### config.mk
export PLATFORM = sky130hd
export DESIGN_NAME = control_sequencer
export DESIGN_NICKNAME = d
export VERILOG_FILES = /design/src/rtl/cpu_pkg.sv /design/src/rtl/pc_unit.sv /design/src/rtl/control_sequencer.sv
export SDC_FILE = /design/constraint.sdc
export NUM_CORES = 1
export LEC_CHECK = 0
export CORE_MARGIN = 5
export CORE_UTILIZATION = 48
export CTS_BUF_LIST = sky130_fd_sc_hd__clkbuf_16
export DETAILED_ROUTE_END_ITERATION = 8
export PLACE_DENSITY_LB_ADDON = 0.1
export SLEW_MARGIN = 30
export SYNTH_ARGS = -nofsm -noshare
export SYNTH_HDL_FRONTEND = slang
export SYNTH_SLANG_ARGS = --single-unit
### constraint.sdc
create_clock -name clk -period 3.3 [get_ports clk]
set_input_delay 0.66 -clock clk [delete_from_list [all_inputs] [get_ports clk]]
set_output_delay 0.66 -clock clk [all_outputs]
set_load 0.005 [all_outputs]
### src/rtl/cpu_pkg.sv
// Shared CPU definitions: opcodes, HALT word, FSM states, ALU codes.
// Used by the register file, the ALU and the control sequencer.
package cpu_pkg;

  localparam logic [1:0] OP_ADD = 2'b00;
  localparam logic [1:0] OP_SUB = 2'b01;
  localparam logic [1:0] OP_NOP = 2'b10;
  localparam logic [1:0] OP_JMP = 2'b11;

  localparam logic [7:0] INSTR_HALT = 8'hBF;

  localparam logic [1:0] ALU_ADD  = 2'b00;
  localparam logic [1:0] ALU_SUB  = 2'b01;
  localparam logic [1:0] ALU_NONE = 2'b11;

  typedef enum logic [2:0] {
    S_FETCH  = 3'd0,
    S_DECODE = 3'd1,
    S_EXEC   = 3'd2,
    S_WB     = 3'd3,
    S_HALT   = 3'd4
  } state_t;

  function automatic logic [7:0] sext6(
    input logic [5:0] imm
  );
    return {{2{imm[5]}}, imm};
  endfunction

  function automatic logic isAluOp(
    input logic [1:0] op
  );
    return (op == OP_ADD) || (op == OP_SUB);
  endfunction

endpackage

### src/rtl/pc_unit.sv
// Program counter with increment and relative jump (modulo 256).
// Ports: clk, reset, inc, jmp, imm6 in; pc out (registered).
module pc_unit
  import cpu_pkg::*;
(
  input  logic       clk,
  input  logic       reset,
  input  logic       inc,
  input  logic       jmp,
  input  logic [5:0] imm6,
  output logic [7:0] pc
);

  always_ff @(posedge clk) begin
    if (reset) begin
      pc <= 8'h00;
    end else begin
      unique case (1'b1)
        jmp:     pc <= pc + sext6(imm6);
        inc:     pc <= pc + 8'd1;
        default: pc <= pc;
      endcase
    end
  end

endmodule

### src/rtl/control_sequencer.sv
// Multi-cycle control FSM: fetch/decode/exec/writeback/halt, owns IR.
// Ports: clk, reset, run, instr in; PC, rs, rt, rd, RegWrite, ALUop, state, halted out.
module control_sequencer
  import cpu_pkg::*;
(
  input  logic       clk,
  input  logic       reset,
  input  logic       run,
  input  logic [7:0] instr,
  output logic [7:0] PC,
  output logic [1:0] rs,
  output logic [1:0] rt,
  output logic [1:0] rd,
  output logic       RegWrite,
  output logic [1:0] ALUop,
  output logic [2:0] state,
  output logic       halted
);

  state_t     cur;
  logic [7:0] ir;
  logic       pcInc;
  logic       pcJmp;

  assign rs    = ir[5:4];
  assign rt    = ir[3:2];
  assign rd    = ir[1:0];
  assign state = cur;

  assign pcInc = (cur == S_FETCH) && run;
  assign pcJmp = (cur == S_EXEC) && (ir[7:6] == OP_JMP);

  pc_unit uPc (
    .clk   (clk),
    .reset (reset),
    .inc   (pcInc),
    .jmp   (pcJmp),
    .imm6  (ir[5:0]),
    .pc    (PC)
  );

  // Outputs are registered alongside the state so they
  // always reflect the state being entered.
  always_ff @(posedge clk) begin
    if (reset) begin
      cur      <= S_FETCH;
      ir       <= 8'h00;
      RegWrite <= 1'b0;
      ALUop    <= ALU_NONE;
      halted   <= 1'b0;
    end else begin
      unique case (cur)
        S_FETCH: begin
          RegWrite <= 1'b0;
          if (run) begin
            ir    <= instr;
            cur   <= S_DECODE;
            ALUop <= isAluOp(instr[7:6]) ? instr[7:6] : ALU_NONE;
          end
        end
        S_DECODE: begin
          if (ir == INSTR_HALT) begin
            cur    <= S_HALT;
            halted <= 1'b1;
            ALUop  <= ALU_NONE;
          end else begin
            cur <= S_EXEC;
          end
        end
        S_EXEC: begin
          if (isAluOp(ir[7:6])) begin
            cur      <= S_WB;
            RegWrite <= 1'b1;
          end else begin
            cur   <= S_FETCH;
            ALUop <= ALU_NONE;
          end
        end
        S_WB: begin
          cur      <= S_FETCH;
          RegWrite <= 1'b0;
          ALUop    <= ALU_NONE;
        end
        S_HALT: begin
          RegWrite <= 1'b0;
          halted   <= 1'b1;
        end
        default: begin
          cur      <= S_FETCH;
          RegWrite <= 1'b0;
          ALUop    <= ALU_NONE;
          halted   <= 1'b0;
        end
      endcase
    end
  end

endmodule

Word level (Yosys, flattened, before mapping):

Cells that the tools add are included.
Widths: inputs -> output; s select.

* add/sub/neg operators: 2
* eq/ne operators: 12
* mux-type cells: 14
* bitwise gates (word level): 3
* reduce and logical (&&, ||, !) cells: 14

Operators by type and width (number)
* $pmux 8 s2: 1
* $pmux 3 s4: 1
* $mux 2: 5
* $add 8x1->8 const B: 1
* $add 8x8->8: 1
* $eq 8x8->1 const B: 1
* $pmux 2 s4: 1
* $reduce_and 2->1: 4
* $eq 3x2->1 const B: 2
* $mux 3: 2
* $ne 2x2->1 const B: 3
* $eq 2x1->1 const B: 2
* $logic_not 2->1: 2
* $reduce_and 4->1: 1
* $eq 3x1->1 const B: 1
* $eq 3x3->1 const B: 1
* $logic_not 3->1: 1
* $not 1->1: 3
* $pmux 1 s3: 1
* $reduce_or 3->1: 1
* $eq 2x2->1 const B: 1
* $logic_and 1x1->1: 2
* $logic_or 1x1->1: 2
* $mux 1: 2
* 3 further kinds: 3

* register bits: 23
* bits of input ports: 11
* output and inout bits: 21
* word-level logic and storage cells: 51

Longest topological paths before layout:

* depth in word-level cells: 5
* mapped depth: 11
* depth with buffers taken out: 10

Cells and area by module:

Synthesis repeated with hierarchy kept, for this count alone.

* cells, all modules: 160
* area total of the unflattened synthesis: 1352.5 um^2

By module, submodules not included
* control_sequencer: times used 1, cells each 87, area an instance 733.2 um^2, seq. area each 300.3 um^2
* pc_unit: times used 1, cells each 73, area an instance 619.3 um^2, seq. area each 160.2 um^2

Worst setup path before layout:

No wires, ideal clock.

* kind: in2reg
* start: input port run
* end: register uPc.pc[6]
* setup time: 121 ps
* data arrival time: 2991 ps
* required time: 3179 ps
* slack: 188 ps
* stages on the path: 10
* path buffers: 1
* cells stage by stage: or4b_1 > buf_2 > nand2_1 > inv_1 > ha_1 > nor2b_1 > o31a_1 > or4_1 > a21oi_1 > mux2_2

* cells in the longest elaborated chain, start to end: 2
* elaborated cells between the ends (all ways): 3

Ends and longest elaborated chain
* start: declaration: line control_sequencer.sv:8 `input logic run,`
* $logic_and 1x1->1 (*): line control_sequencer.sv:30 `assign pcInc = (cur == S_FETCH) && run;`
* $pmux 8 s2 or $reduce_bool 2->1 (tied branches)
* end signal: assignment: line pc_unit.sv:19 `jmp: pc <= pc + sext6(imm6);`
* end signal: assignment: line pc_unit.sv:20 `inc: pc <= pc + 8'd1;`
* end signal: assignment: line pc_unit.sv:21 `default: pc <= pc;`
* end: declaration: line pc_unit.sv:11 `output logic [7:0] pc`

Every way passes the cells marked *; elsewhere a longest branch is shown, timed or not.
A chain may end at the register's enable or synchronous reset.

Worst setup path in the final report:

Same ends and word-level chain as after synthesis.

==> results.py <==
metrics = {
    "pwr": {
        "powerDensity_mw_per_mm2": 406,
        "leakage_nw": 0.756,
        "irDropWorstVdd_mv": 0.374,
    },
    "min_path": {
        "holdPathStages": 2,
        "holdPathEnd": "uPc.pc[0]$_SDFFE_PP0P_",
        "hp-class": "flop to flop",
        "min_from": "uPc.pc[0]$_SDFFE_PP0P_",
    },
    "critical_path": {
        "reg2reg_to": "uPc.pc[6]$_SDFFE_PP0P_",
        "crit_slowest_cell": "or4_4",
        "critPathArrivalTime_ns": 3.11,
        "cp-end-kind": "flop",
        "slowest_delay_ns": 0.53,
        "timing.rr.start": "state[0]$_SDFFE_PP0P_",
        "path_max_fanout": 4,
        "critPathKind": "primary input to flop",
        "reg2regPathDepth": 9,
        "cp.required_ns": 3.44,
        "crit_chain": "dlymetal6s2s_1 -> or4b_4 -> nand2_2 -> inv_2 -> ha_4 -> nor2b_2 -> o31a_1 -> or4_4 -> a21oi_4 -> mux2_4",
        "r2r_setup_slack_ns": 0.47,
        "startpoint_type": "primary input",
    },
    "synth": {
        "synth-edff-count": 0,
        "synth_fa_ha_area_frac": 0.0651,
        "netlist.area_leader.share": 0.363,
        "netlist_area_sq_mm": 0.00127,
        "ys_seq_area_frac": 0.363,
        "netlist_top_cells_area": "dfxtp_1, a21oi_1, nand2_1",
        "synth_cell_types": 39,
        "synthArstFlopShare": 0,
        "syn_nets": 173,
        "synth_compound_area_frac": 0.223,
        "synth-xor-area-share": 0.00690,
        "synth_mux_area_frac": 0.0256,
        "synth_most_common_cell": "dfxtp_1",
        "synth_top_cells_by_count": "dfxtp_1, nand2_1, a21oi_1",
        "synth-simple-area-share": 0.230,
        "synth_top_family_by_area": "simple AND/OR/NAND/NOR gates",
        "synth_cells": 156,
        "synth_seq_cells": 23,
        "synth_top_flop_cell": "dfxtp_1",
        "synth_top_cell_by_area": "dfxtp_1",
        "yosysWarnings": 0,
        "synth.avg_cell_area_sq_um": 8.13,
    },
    "floorplanning": {
        "core_sq_mm": 0.00250,
        "dieArea_sq_mm": 0.00377,
        "num_rows": 18,
        "die_h_um": 61.4,
        "die_w_um": 61.4,
        "ioPinCount": 32,
        "initial_utilization": 0.508,
    },
    "sta": {
        "fmax_mhz": 337,
        "period_share": 0.900,
        "fin_hold_ws_ns": 0.478,
        "worst_pin_slew_ns": 0.916,
        "rsz0062_at_grt": "no",
        "period_needed_ns": 2.97,
        "fin_setup_tns_ns": 0,
        "layout_setup_ws_ns": 0.330,
        "timing.final.max_slew_violations": 0,
        "slew_headroom": 0.387,
        "setup_viol_count_final": 0,
        "hold_violations": 0,
        "finClkSkew_ns": 0.00144,
    },
    "run_status": {
        "outcome": "finished clean",
    },
    "clocking": {
        "cts_tree": "done",
        "numCtsBuffers": 3,
        "cts.path.max_buffers": 2,
        "hold_buffers": 0,
        "cts.clk_slew.worst_paths_ns": 0.06,
        "insertion_delay_ns": 0.25,
        "clock_sinks": 23,
        "clockRootBuffer": "clkbuf_16",
        "htreeDepth": 1,
    },
    "global_routing": {
        "grt_usage": 0.191,
        "grt_pass1_vias": 1273,
        "overflow": 0,
        "grt_pass1_wl_um": 5390,
        "antenna_found_initial": 0,
        "grt_max_degree": 26,
    },
    "placement": {
        "io_buffers": 31,
        "place_hpwl_um": 2350,
        "dp_cells": 224,
        "place.gp.congestion": 0.792,
        "place_ws_ns": -0.366,
    },
    "detailed_routing": {
        "drc_errors": 0,
        "ant_nets": 0,
        "wirelength_um": 3270,
        "viasPerCell": 5.51,
        "routedWlPerCell_um": 14.2,
        "first_pass_iters": 4,
        "drt_iter0_drc": 50,
        "vias": 1268,
    },
    "cells_and_area": {
        "antenna_cells": 0,
        "drive_above_1_share": 0.200,
        "fill_cells": 199,
        "fin_nets": 218,
        "syn_to_final_growth_pct": 46.7,
        "fin_cells": 230,
        "finalCoreUtilization": 0.745,
    },
    "flow_run": {
        "drv_cap": 0,
    },
}
==> routing by layer <==
layer / global-route usage / vias to the layer above / share of wire
met2: 0.320 / 43 / 0.48
met5: 0 / - / 0
met4: 0.0727 / 0 / 0.0095
li1: - / 633 / -
met3: 0.0356 / 4 / 0.076
met1: 0.245 / 588 / 0.44
==> registers in the layout, indices dropped and copies added (netlist names) <==
name / flops
ALUop: 2
uPc.pc: 8
RegWrite: 1
halted: 1
state: 3
ir: 8
==> logic make-up after synthesis <==
| group | after synthesis |
|---|---|
| AOI/OAI and AO/OA | 44 |
| muxes | 3 |
| xor gates and xnor gates | 1 |
| and+or+nand+nor | 58 |
| buffers and inverters | 21 |
| adders and majority gates | 6 |
| DFF | 23 |
==> layout make-up <==
class	count	area, sq um	share of cell area
Multi-Input combinational cell	112	773	0.415
Inverter	9	33.8	0.0181
Tap cell	30	37.5	0.0202
Timing Repair Buffer	52	478	0.257
Clock inverter	1	3.75	0.00202
Clock buffer	3	75.1	0.0403
Sequential cell	23	460	0.247
==> cell usage in the layout (no fill, tap or decap), types with 4 or more instances in the layout <==
cell / count
nand2_1: 20
dfxtp_1: 23
nor2_1: 13
o21ai_0: 7
a21oi_1: 16
clkdlybuf4s50_1: 30
nor3_1: 4
inv_1: 8
buf_4: 19
nand2b_1: 4
==> repair_timing <==
item                       in CTS  in global routing
pin swaps                       1                  6
setup buffers                   0                  2
resized for setup               4                 14
setup endpoints to repair       3                  3
==> worst max path at each step <==
stage | from | endpoint | slack (ns)
after global routing | run | uPc.pc[6]$_SDFFE_PP0P_ | 0.28
after detailed placement | run | uPc.pc[6]$_SDFFE_PP0P_ | -0.37
after floorplan | run | uPc.pc[6]$_SDFFE_PP0P_ | 0.19
final | run | uPc.pc[6]$_SDFFE_PP0P_ | 0.33
after global placement | run | uPc.pc[6]$_SDFFE_PP0P_ | -0.33
after CTS | run | uPc.pc[6]$_SDFFE_PP0P_ | -0.03
==> per-stage QoR <==
step,instance area (sq um),total power [mW]
5_1_grt,1860,0.799
2_1_floorplan,1270,0.408
4_1_cts,1780,0.750
3_5_place_dp,1680,0.486
6_report,1860,0.755
3_3_place_gp,1680,0.481
==> critical path: cells and delay by family <==
kind            cells  cell delay (ns)
simple gates        4             1.29
buf+inv             2             0.15
mux                 1             0.31
fa+ha+maj           1             0.20
compound gates      2             0.50
==> where the power goes <==
group	leakage (nW)	internal (mW)	switching, mW
clock network	0.0423	0.162	0.0970
logic	0.526	0.101	0.0821
registers	0.188	0.297	0.0166
(Power assumes the default switching activity.)
